File: src/rtl/stack_sequencer_if.sv
// Handshake and memory-bus bundle between the 6502 control FSM, the stack
// sequencer, the stack-pointer register and the memory port.
interface stack_sequencer_if;
  logic        start;
  logic        dir;
  logic [1:0]  len;
  logic [23:0] push_bytes;
  logic [7:0]  sp;
  logic        sp_dec;
  logic        sp_inc;
  logic [15:0] mem_addr;
  logic [7:0]  mem_wdata;
  logic        mem_we;
  logic        mem_re;
  logic [7:0]  mem_rdata;
  logic        mem_ready;
  logic [23:0] pull_bytes;
  logic        busy;
  logic        done;
  logic        err;

  // The sequencer itself is the slave; the control FSM / bench is the master.
  modport slave (
    input  start, dir, len, push_bytes, sp, mem_rdata, mem_ready,
    output sp_dec, sp_inc, mem_addr, mem_wdata, mem_we, mem_re,
           pull_bytes, busy, done, err
  );

  modport master (
    output start, dir, len, push_bytes, sp, mem_rdata, mem_ready,
    input  sp_dec, sp_inc, mem_addr, mem_wdata, mem_we, mem_re,
           pull_bytes, busy, done, err
  );
endinterface

File: src/rtl/stack_sequencer.sv
// Sequences 1-3 byte stack pushes/pulls one access at a time, strobing the
// external SP register after each accepted access and reporting done/err.
module stack_sequencer #(
  parameter logic [7:0]  STACK_PAGE = 8'h01,
  parameter int unsigned WAIT_LIMIT = 15
) (
  input logic               clk,
  input logic               reset_n,
  stack_sequencer_if.slave  bus
);

  typedef enum logic [1:0] {IDLE, ACCESS, SETTLE, DONE} state_t;

  state_t      state_q, state_d;
  logic [1:0]  idx_q, idx_d;
  logic [1:0]  len_q, len_d;
  logic        dir_q, dir_d;
  logic [23:0] push_q, push_d;
  logic [23:0] pull_q, pull_d;
  logic [3:0]  wait_q, wait_d;
  logic        err_q, err_d;

  logic [7:0]  pushByte;
  logic [7:0]  spPlusOne;

  localparam logic [3:0] WaitLast = 4'(WAIT_LIMIT - 1);

  always_ff @(posedge clk or negedge reset_n) begin
    if (!reset_n) begin
      state_q <= IDLE;
      idx_q   <= '0;
      len_q   <= '0;
      dir_q   <= 1'b0;
      push_q  <= '0;
      pull_q  <= '0;
      wait_q  <= '0;
      err_q   <= 1'b0;
    end else begin
      state_q <= state_d;
      idx_q   <= idx_d;
      len_q   <= len_d;
      dir_q   <= dir_d;
      push_q  <= push_d;
      pull_q  <= pull_d;
      wait_q  <= wait_d;
      err_q   <= err_d;
    end
  end

  always_comb begin
    pushByte = 8'h00;
    case (idx_q)
      2'd0:    pushByte = push_q[7:0];
      2'd1:    pushByte = push_q[15:8];
      2'd2:    pushByte = push_q[23:16];
      default: pushByte = 8'h00;
    endcase
  end

  // Pull reads above the current SP; the 8-bit add wraps FF to 00.
  assign spPlusOne = bus.sp + 8'd1;

  always_comb begin
    state_d       = state_q;
    idx_d         = idx_q;
    len_d         = len_q;
    dir_d         = dir_q;
    push_d        = push_q;
    pull_d        = pull_q;
    wait_d        = wait_q;
    err_d         = 1'b0;
    bus.sp_dec    = 1'b0;
    bus.sp_inc    = 1'b0;
    bus.mem_addr  = 16'h0000;
    bus.mem_wdata = 8'h00;
    bus.mem_we    = 1'b0;
    bus.mem_re    = 1'b0;

    case (state_q)
      IDLE: begin
        if (bus.start) begin
          if (bus.len != 2'd0) begin
            dir_d   = bus.dir;
            len_d   = bus.len;
            push_d  = bus.push_bytes;
            idx_d   = 2'd0;
            wait_d  = 4'd0;
            pull_d  = 24'h000000;
            state_d = ACCESS;
          end else begin
            err_d = 1'b1;
          end
        end
      end

      ACCESS: begin
        if (dir_q) begin
          bus.mem_addr = {STACK_PAGE, spPlusOne};
          bus.mem_re   = 1'b1;
        end else begin
          bus.mem_addr  = {STACK_PAGE, bus.sp};
          bus.mem_wdata = pushByte;
          bus.mem_we    = 1'b1;
        end

        if (bus.mem_ready) begin
          wait_d = 4'd0;
          if (dir_q) begin
            bus.sp_inc = 1'b1;
            case (idx_q)
              2'd0:    pull_d[7:0]   = bus.mem_rdata;
              2'd1:    pull_d[15:8]  = bus.mem_rdata;
              2'd2:    pull_d[23:16] = bus.mem_rdata;
              default: pull_d        = pull_q;
            endcase
          end else begin
            bus.sp_dec = 1'b1;
          end
          if (idx_q == len_q - 2'd1) begin
            state_d = DONE;
          end else begin
            idx_d   = idx_q + 2'd1;
            state_d = SETTLE;
          end
        end else if (wait_q == WaitLast) begin
          // Abort: earlier bytes keep their SP effect, this one gets none.
          wait_d  = 4'd0;
          err_d   = 1'b1;
          state_d = IDLE;
        end else begin
          wait_d = wait_q + 4'd1;
        end
      end

      SETTLE: state_d = ACCESS;

      DONE: state_d = IDLE;

      default: state_d = IDLE;
    endcase
  end

  assign bus.busy       = (state_q != IDLE);
  assign bus.done       = (state_q == DONE);
  assign bus.err        = err_q;
  assign bus.pull_bytes = pull_q;

endmodule

File: src/flat_wrapper.sv
// flat-port wrapper written by rule: the top's interface ports become plain ports
module stack_sequencer_flat 
#(
  parameter logic [7:0]  STACK_PAGE = 8'h01,
  parameter int unsigned WAIT_LIMIT = 15
)
  (clk, reset_n, bus_start, bus_dir, bus_len, bus_push_bytes, bus_sp, bus_mem_rdata, bus_mem_ready, bus_sp_dec, bus_sp_inc, bus_mem_addr, bus_mem_wdata, bus_mem_we, bus_mem_re, bus_pull_bytes, bus_busy, bus_done, bus_err);
  stack_sequencer_if bus_i ();
  input logic clk;
  input logic reset_n;
  input wire logic [$bits(bus_i.start)-1:0] bus_start;
  input wire logic [$bits(bus_i.dir)-1:0] bus_dir;
  input wire logic [$bits(bus_i.len)-1:0] bus_len;
  input wire logic [$bits(bus_i.push_bytes)-1:0] bus_push_bytes;
  input wire logic [$bits(bus_i.sp)-1:0] bus_sp;
  input wire logic [$bits(bus_i.mem_rdata)-1:0] bus_mem_rdata;
  input wire logic [$bits(bus_i.mem_ready)-1:0] bus_mem_ready;
  output wire logic [$bits(bus_i.sp_dec)-1:0] bus_sp_dec;
  output wire logic [$bits(bus_i.sp_inc)-1:0] bus_sp_inc;
  output wire logic [$bits(bus_i.mem_addr)-1:0] bus_mem_addr;
  output wire logic [$bits(bus_i.mem_wdata)-1:0] bus_mem_wdata;
  output wire logic [$bits(bus_i.mem_we)-1:0] bus_mem_we;
  output wire logic [$bits(bus_i.mem_re)-1:0] bus_mem_re;
  output wire logic [$bits(bus_i.pull_bytes)-1:0] bus_pull_bytes;
  output wire logic [$bits(bus_i.busy)-1:0] bus_busy;
  output wire logic [$bits(bus_i.done)-1:0] bus_done;
  output wire logic [$bits(bus_i.err)-1:0] bus_err;
  assign bus_i.start = bus_start;
  assign bus_i.dir = bus_dir;
  assign bus_i.len = bus_len;
  assign bus_i.push_bytes = bus_push_bytes;
  assign bus_i.sp = bus_sp;
  assign bus_i.mem_rdata = bus_mem_rdata;
  assign bus_i.mem_ready = bus_mem_ready;
  assign bus_sp_dec = bus_i.sp_dec;
  assign bus_sp_inc = bus_i.sp_inc;
  assign bus_mem_addr = bus_i.mem_addr;
  assign bus_mem_wdata = bus_i.mem_wdata;
  assign bus_mem_we = bus_i.mem_we;
  assign bus_mem_re = bus_i.mem_re;
  assign bus_pull_bytes = bus_i.pull_bytes;
  assign bus_busy = bus_i.busy;
  assign bus_done = bus_i.done;
  assign bus_err = bus_i.err;
  stack_sequencer #(.STACK_PAGE(STACK_PAGE), .WAIT_LIMIT(WAIT_LIMIT)) u_core (.clk(clk), .reset_n(reset_n), .bus(bus_i));
endmodule
File: config.mk
export PLATFORM = sky130hd
export DESIGN_NAME = stack_sequencer_flat
export DESIGN_NICKNAME = d
export VERILOG_FILES = /design/src/rtl/stack_sequencer_if.sv /design/src/rtl/stack_sequencer.sv /design/src/flat_wrapper.sv
export SDC_FILE = /design/constraint.sdc
export NUM_CORES = 1
export LEC_CHECK = 0
export ABC_AREA = 0
export CAP_MARGIN = 20
export CORE_MARGIN = 4
export CORE_UTILIZATION = 45
export CTS_CLUSTER_DIAMETER = 60
export CTS_CLUSTER_SIZE = 20
export DETAILED_ROUTE_END_ITERATION = 10
export PLACE_DENSITY = 0.79
export SLEW_MARGIN = 20
export SYNTH_ARGS = -nofsm -noshare
export SYNTH_HDL_FRONTEND = slang
export SYNTH_SLANG_ARGS = --single-unit
File: constraint.sdc
create_clock -name clk -period 5.5 [get_ports clk]
set_input_delay 1.1 -clock clk [delete_from_list [all_inputs] [get_ports clk]]
set_output_delay 1.1 -clock clk [all_outputs]
set_load 0.05 [all_outputs]
**Yosys cells after proc, flatten, opt, wreduce, memory -nomap -nowiden**

Cells that the tools add are included.

- Add/subtract/negate cells: 4
- Eq/ne operators: 16
- Muxes and demuxes: 42
- Reductions and logical operators: 12

Operators by type and width:

| cell | count |
|---|---|
| $mux 24 | 4 |
| $mux 8 | 6 |
| $pmux 24 s2 | 1 |
| $pmux 8 s3 | 1 |
| $reduce_and 6->1 | 3 |
| $mux 16 | 1 |
| $mux 2 | 8 |
| $mux 4 | 4 |
| $mux 1 | 13 |
| $ne 2x1->1 const B | 5 |
| $reduce_and 3->1 | 3 |
| $add 8x1->8 const B | 1 |
| $pmux 2 s4 | 1 |
| $pmux 4 s2 | 1 |
| $eq 2x2->1 const B | 3 |
| $ne 2x2->1 const B | 3 |
| $reduce_bool 2->1 | 3 |
| $reduce_and 5->1 | 1 |
| $add 4x1->4 const B | 1 |
| $eq 2x1->1 const B | 2 |
| $eq 4x4->1 const B | 1 |
| $logic_not 2->1 | 2 |
| $pmux 2 s2 | 1 |
| $ne 3x2->1 const B | 1 |
| other kinds (4) | 4 |

- Register bits: 60
- Input port bits: 47
- Output and inout bits: 55
- Word-level logic and storage cells: 84

**Depth between registers and ports, before layout**

- Word-level depth: 5
- Gate-level depth with buffers: 6
- Gate-level depth less buffers: 6

**Worst setup path before layout**

OpenSTA, ideal clock, no wires.

- Kind: reg-to-output
- Start point: register u_core.state_q[1]
- End point: output port bus_sp_dec
- Arrival: 2.194 ns
- Required time: 4.400 ns
- Slack: 2.206 ns
- Stages on the path, launching flop included: 7
- Path buffers: 2
- Cell sequence: dfrtp_1 > buf_4 > nand2b_4 > inv_1 > clkbuf_1 > nand2_1 > nor2_1

- Word-level cells in the longest chain between the ends: 2

RTL lines:

| what | RTL line | RTL |
|---|---|---|
| from (decl) | stack_sequencer.sv:14 | `state_t state_q, state_d;` |
| from (signal assigned) | stack_sequencer.sv:39 | `state_q <= state_d;` |
| $eq 2x1->1 | stack_sequencer.sv:79 | `case (state_q)` |
| $mux 1 | stack_sequencer.sv:79 |  |
| to (decl) | flat_wrapper.sv:18 | `output wire logic [$bits(bus_i.sp_dec)-1:0] bus_sp_dec;` |

No other way between the ends.

**Final worst setup path**

- Start point: input port bus_sp[0]
- End point: output port bus_mem_addr[4]

- Word-level cells in the longest chain between the ends: 3

RTL lines:

| what | RTL line | RTL |
|---|---|---|
| from (decl) | flat_wrapper.sv:15 | `input wire logic [$bits(bus_i.sp)-1:0] bus_sp;` |
| $add 8x1->8 | stack_sequencer.sv:61 | `assign spPlusOne = bus.sp + 8'd1;` |
| $mux 8 | stack_sequencer.sv:97 | `if (dir_q) begin` |
| $mux 16 | stack_sequencer.sv:79 |  |
| to (decl) | flat_wrapper.sv:20 | `output wire logic [$bits(bus_i.mem_addr)-1:0] bus_mem_addr;` |

No other way between the ends.

==> impl_metrics.toml <==
[logic_synthesis]
mappedNetlistArea_um2 = 3040
synth.yosys.warnings = 0
synth_top_flop_cell = "dfrtp_1"
synth_cell_type_count = 42
synth_top_area_cell = "dfrtp_1"
async_flop_share_pct = 100
synthDominantCellAreaShare_pct = 49.4
ys_ff_latch = 60
synth.cells.most_frequent = "nand2_1, dfrtp_1, mux2_2"
synth.yosys.seq_area_share_pct = 49.4
netlist_instances = 308
syn_area_per_cell_um2 = 9.88
synth_edf_count = 0
synth.top_cells.by_area = "dfrtp_1, nand2_1, mux2_2, ha_1, a222oi_1"
synth.most_common_cell = "nand2_1"

[routing]
via_per_inst = 5.14
final_antenna_net_count = 0
first_pass_iters = 4
drt-total-wl_mm = 7.42
drc = 0
vias = 2466
detailedRoute.firstIterationViolations = 246
wire_per_inst_um = 15.5

[worst_setup_path]
rr_endpoint = "u_core.idx_q[0]$_DFFE_PN0P_"
crit_buf_inv = 2
worstPathRequired_ps = 4400
setup.reg_to_reg.worst_slack_ps = 3080
most_used_cell_along_the_critical_path = "clkdlybuf4s50_1"
maximum_fanout_along_the_worst_path = 3
timing.critical_path.arrival_ps = 3060
cp_cell_sequence = "clkdlybuf4s50_1, ha_1, nand4_1, xor2_1, nor2_1, clkdlybuf4s50_1"
cp-end-kind = "output pin"
slowest_stage = "clkdlybuf4s50_1"
worst_path_largest_cell_delay_ps = 820
critPathLaunchType = "primary input"
timing.rr.start = "u_core.state_q[0]$_DFFE_PN0P_"
cpLargestDelayFamily = "buffers and inverters"
critical_path.startpoint = "bus_sp[0]"
worstRegToRegCells = 4
criticalPathCategory = "in2out"

[clock_tree]
tritoncts = "done"
htree_levels = 3
clock_latency_ps = 340
clk_pin_slew_ps = 70
cts_post_setup_buffers_inserted = 0
numCtsBuffers = 9
cts_resized = 0
cts_hold_repair.buffers = 0
clock_sinks = 60
max-clock-path-buffers = 2
clockRootBuffer = "clkbuf_8"

[placement]
dp_worst_setup_slack_ps = 1350
hpwl_mm = 5.18
postPlaceCellArea_um2 = 3980
final_weighted_congestion_of_routability_driven_global_placement = 0.775
io_buffer_count = 94

[grt]
antenna_found_initial = 0
grt_start_max_net_pins = 61
grt.total_usage_pct = 19.4
grt_first_pass_wirelength_mm = 12.7
gr-total-overflow = 0
grt_pass1_vias = 2653

[sta]
worst_slack_ps = 1340
max_slew.worst_pin.slew_ps = 1000
final.setup_skew_ps = 2.51
fin_hold_ws_ps = 481
max_clock_freq_mhz = 241
maxSlewViolCount = 0
grt_setup_unrepaired = "false"
min_period_over_period_pct = 75.6
layout_min_cycle_time_ps = 4160
finalSetupViolCount = 0
slew_headroom_pct = 32.8
setup_total_negative_slack_ps = 0
finalHoldViolations = 0

[hold_path]
holdPathStages = 2
min_delay_path_class = "reg2reg"
worst_hold_end = "u_core.push_q[7]$_DFFE_PN0P_"
hold_path_startpoint = "u_core.push_q[7]$_DFFE_PN0P_"

[power_and_ir_drop]
ir_drop_mv = 0.383
power_density_nw_per_um2 = 617
reported_leakage_power_uw = 0.00193

[cells_and_area]
drive_gt1_share_pct = 12.7
flow.area_growth_from_synthesis_pct = 37.8
antennaDiodeCount = 0
stdcell_area_um2 = 4190
layout.filler_cells = 531
final_net_count = 452

[floorplanning]
core_area_um2 = 6460
row_count = 29
num_io_pins = 102
die_h_um = 90.2
die-area_um2 = 8140
initial_utilization_pct = 47.1
die-width_um = 90.2

[run_status]
status = "finished, final reports clean"

[run]
cap_viol_max_count = 0
## cell type report
type	instances	area [um^2]	area share (%)
tap	77	96.3	2.30
clock buffer	9	124	2.96
clock inverter	7	91.3	2.18
multi-input combinational	225	1410	33.6
sequential	60	1500	35.8
timing repair buffer	95	943	22.5
inverter	7	26.3	0.627
## report_power, final
| part | leakage [uW] | switching, uW | internal [uW] |
|---|---|---|---|
| clock network | 0.000109 | 178 | 253 |
| logic | 0.00105 | 879 | 502 |
| registers | 0.000770 | 145 | 627 |
## cells in the final DEF, fill, tap and decap left out, types with 3 or more instances in the layout
cell type         n
mux2_2           24
o21bai_1          4
a222oi_1          8
nor3_1            4
xor2_1            6
clkbuf_8          9
dfrtp_1          60
clkdlybuf4s50_1  93
a21oi_4           3
conb_1            7
ha_1              7
nor2b_1           3
inv_1             7
nor2_1           20
nand4_1           3
nand2_1          88
nand3_1           5
a21oi_1           3
clkinv_2          3
and3_1            4
o21ai_0           4
and2_1           10
## per-stage QoR
stage | total power, uW | util, % | std cells
5_1_grt | 2750 | 64.9 | 480
4_1_cts | 2600 | 64.9 | 480
3_3_place_gp | 2130 | 61.6 | 464
3_5_place_dp | 2160 | 61.6 | 464
2_1_floorplan | 1730 | - | 314
6_report | 2580 | 64.9 | 480
## kinds of logic after synthesis
family | Yosys count | share of synthesized area [%]
flops | 60 | 49.4
xor+xnor | 8 | 2.30
other cells | 1 | 0.123
buf+inv | 29 | 5.06
compound gates | 30 | 8.56
simple gates | 147 | 22.2
mux | 26 | 9.54
fa+ha+maj | 7 | 2.88
## registers in the layout, indices dropped and copies added (netlist names)
| name | count |
|---|---|
| u_core.state_q | 2 |
| u_core.push_q | 24 |
| u_core.bus.pull_bytes | 24 |
| u_core.dir_q | 1 |
| u_core.wait_q | 4 |
| u_core.idx_q | 2 |
| u_core.bus.err | 1 |
| u_core.len_q | 2 |
## worst reg2reg max path, delay by kind of cell (launching register included)
family / cells / cell delay (ps)
DFF: 1 / 550
and+or+nand+nor: 4 / 1740
## worst max-delay path by stage
stage / to / slack [ps] / depth (start not counted)
2_1_floorplan: bus_sp_dec / 2210 / 6
3_3_place_gp: bus_mem_addr[7] / 1380 / 6
3_5_place_dp: bus_mem_addr[4] / 1350 / 6
4_1_cts: bus_mem_addr[4] / 1340 / 6
5_1_grt: bus_mem_addr[4] / 1240 / 6
6_report: bus_mem_addr[4] / 1340 / 6
## layer usage
layer | GRT usage [%] | up-vias | wire [um] | part of all wire (%)
li1 | - | 1199 | - | -
met1 | 23.8 | 1168 | 3240 | 44
met2 | 29.2 | 89 | 3460 | 47
met3 | 9.18 | 10 | 621 | 8.4
met4 | 8.42 | 0 | 91 | 1.2
met5 | 0 | - | 0 | 0
(Power assumes the default switching activity.)
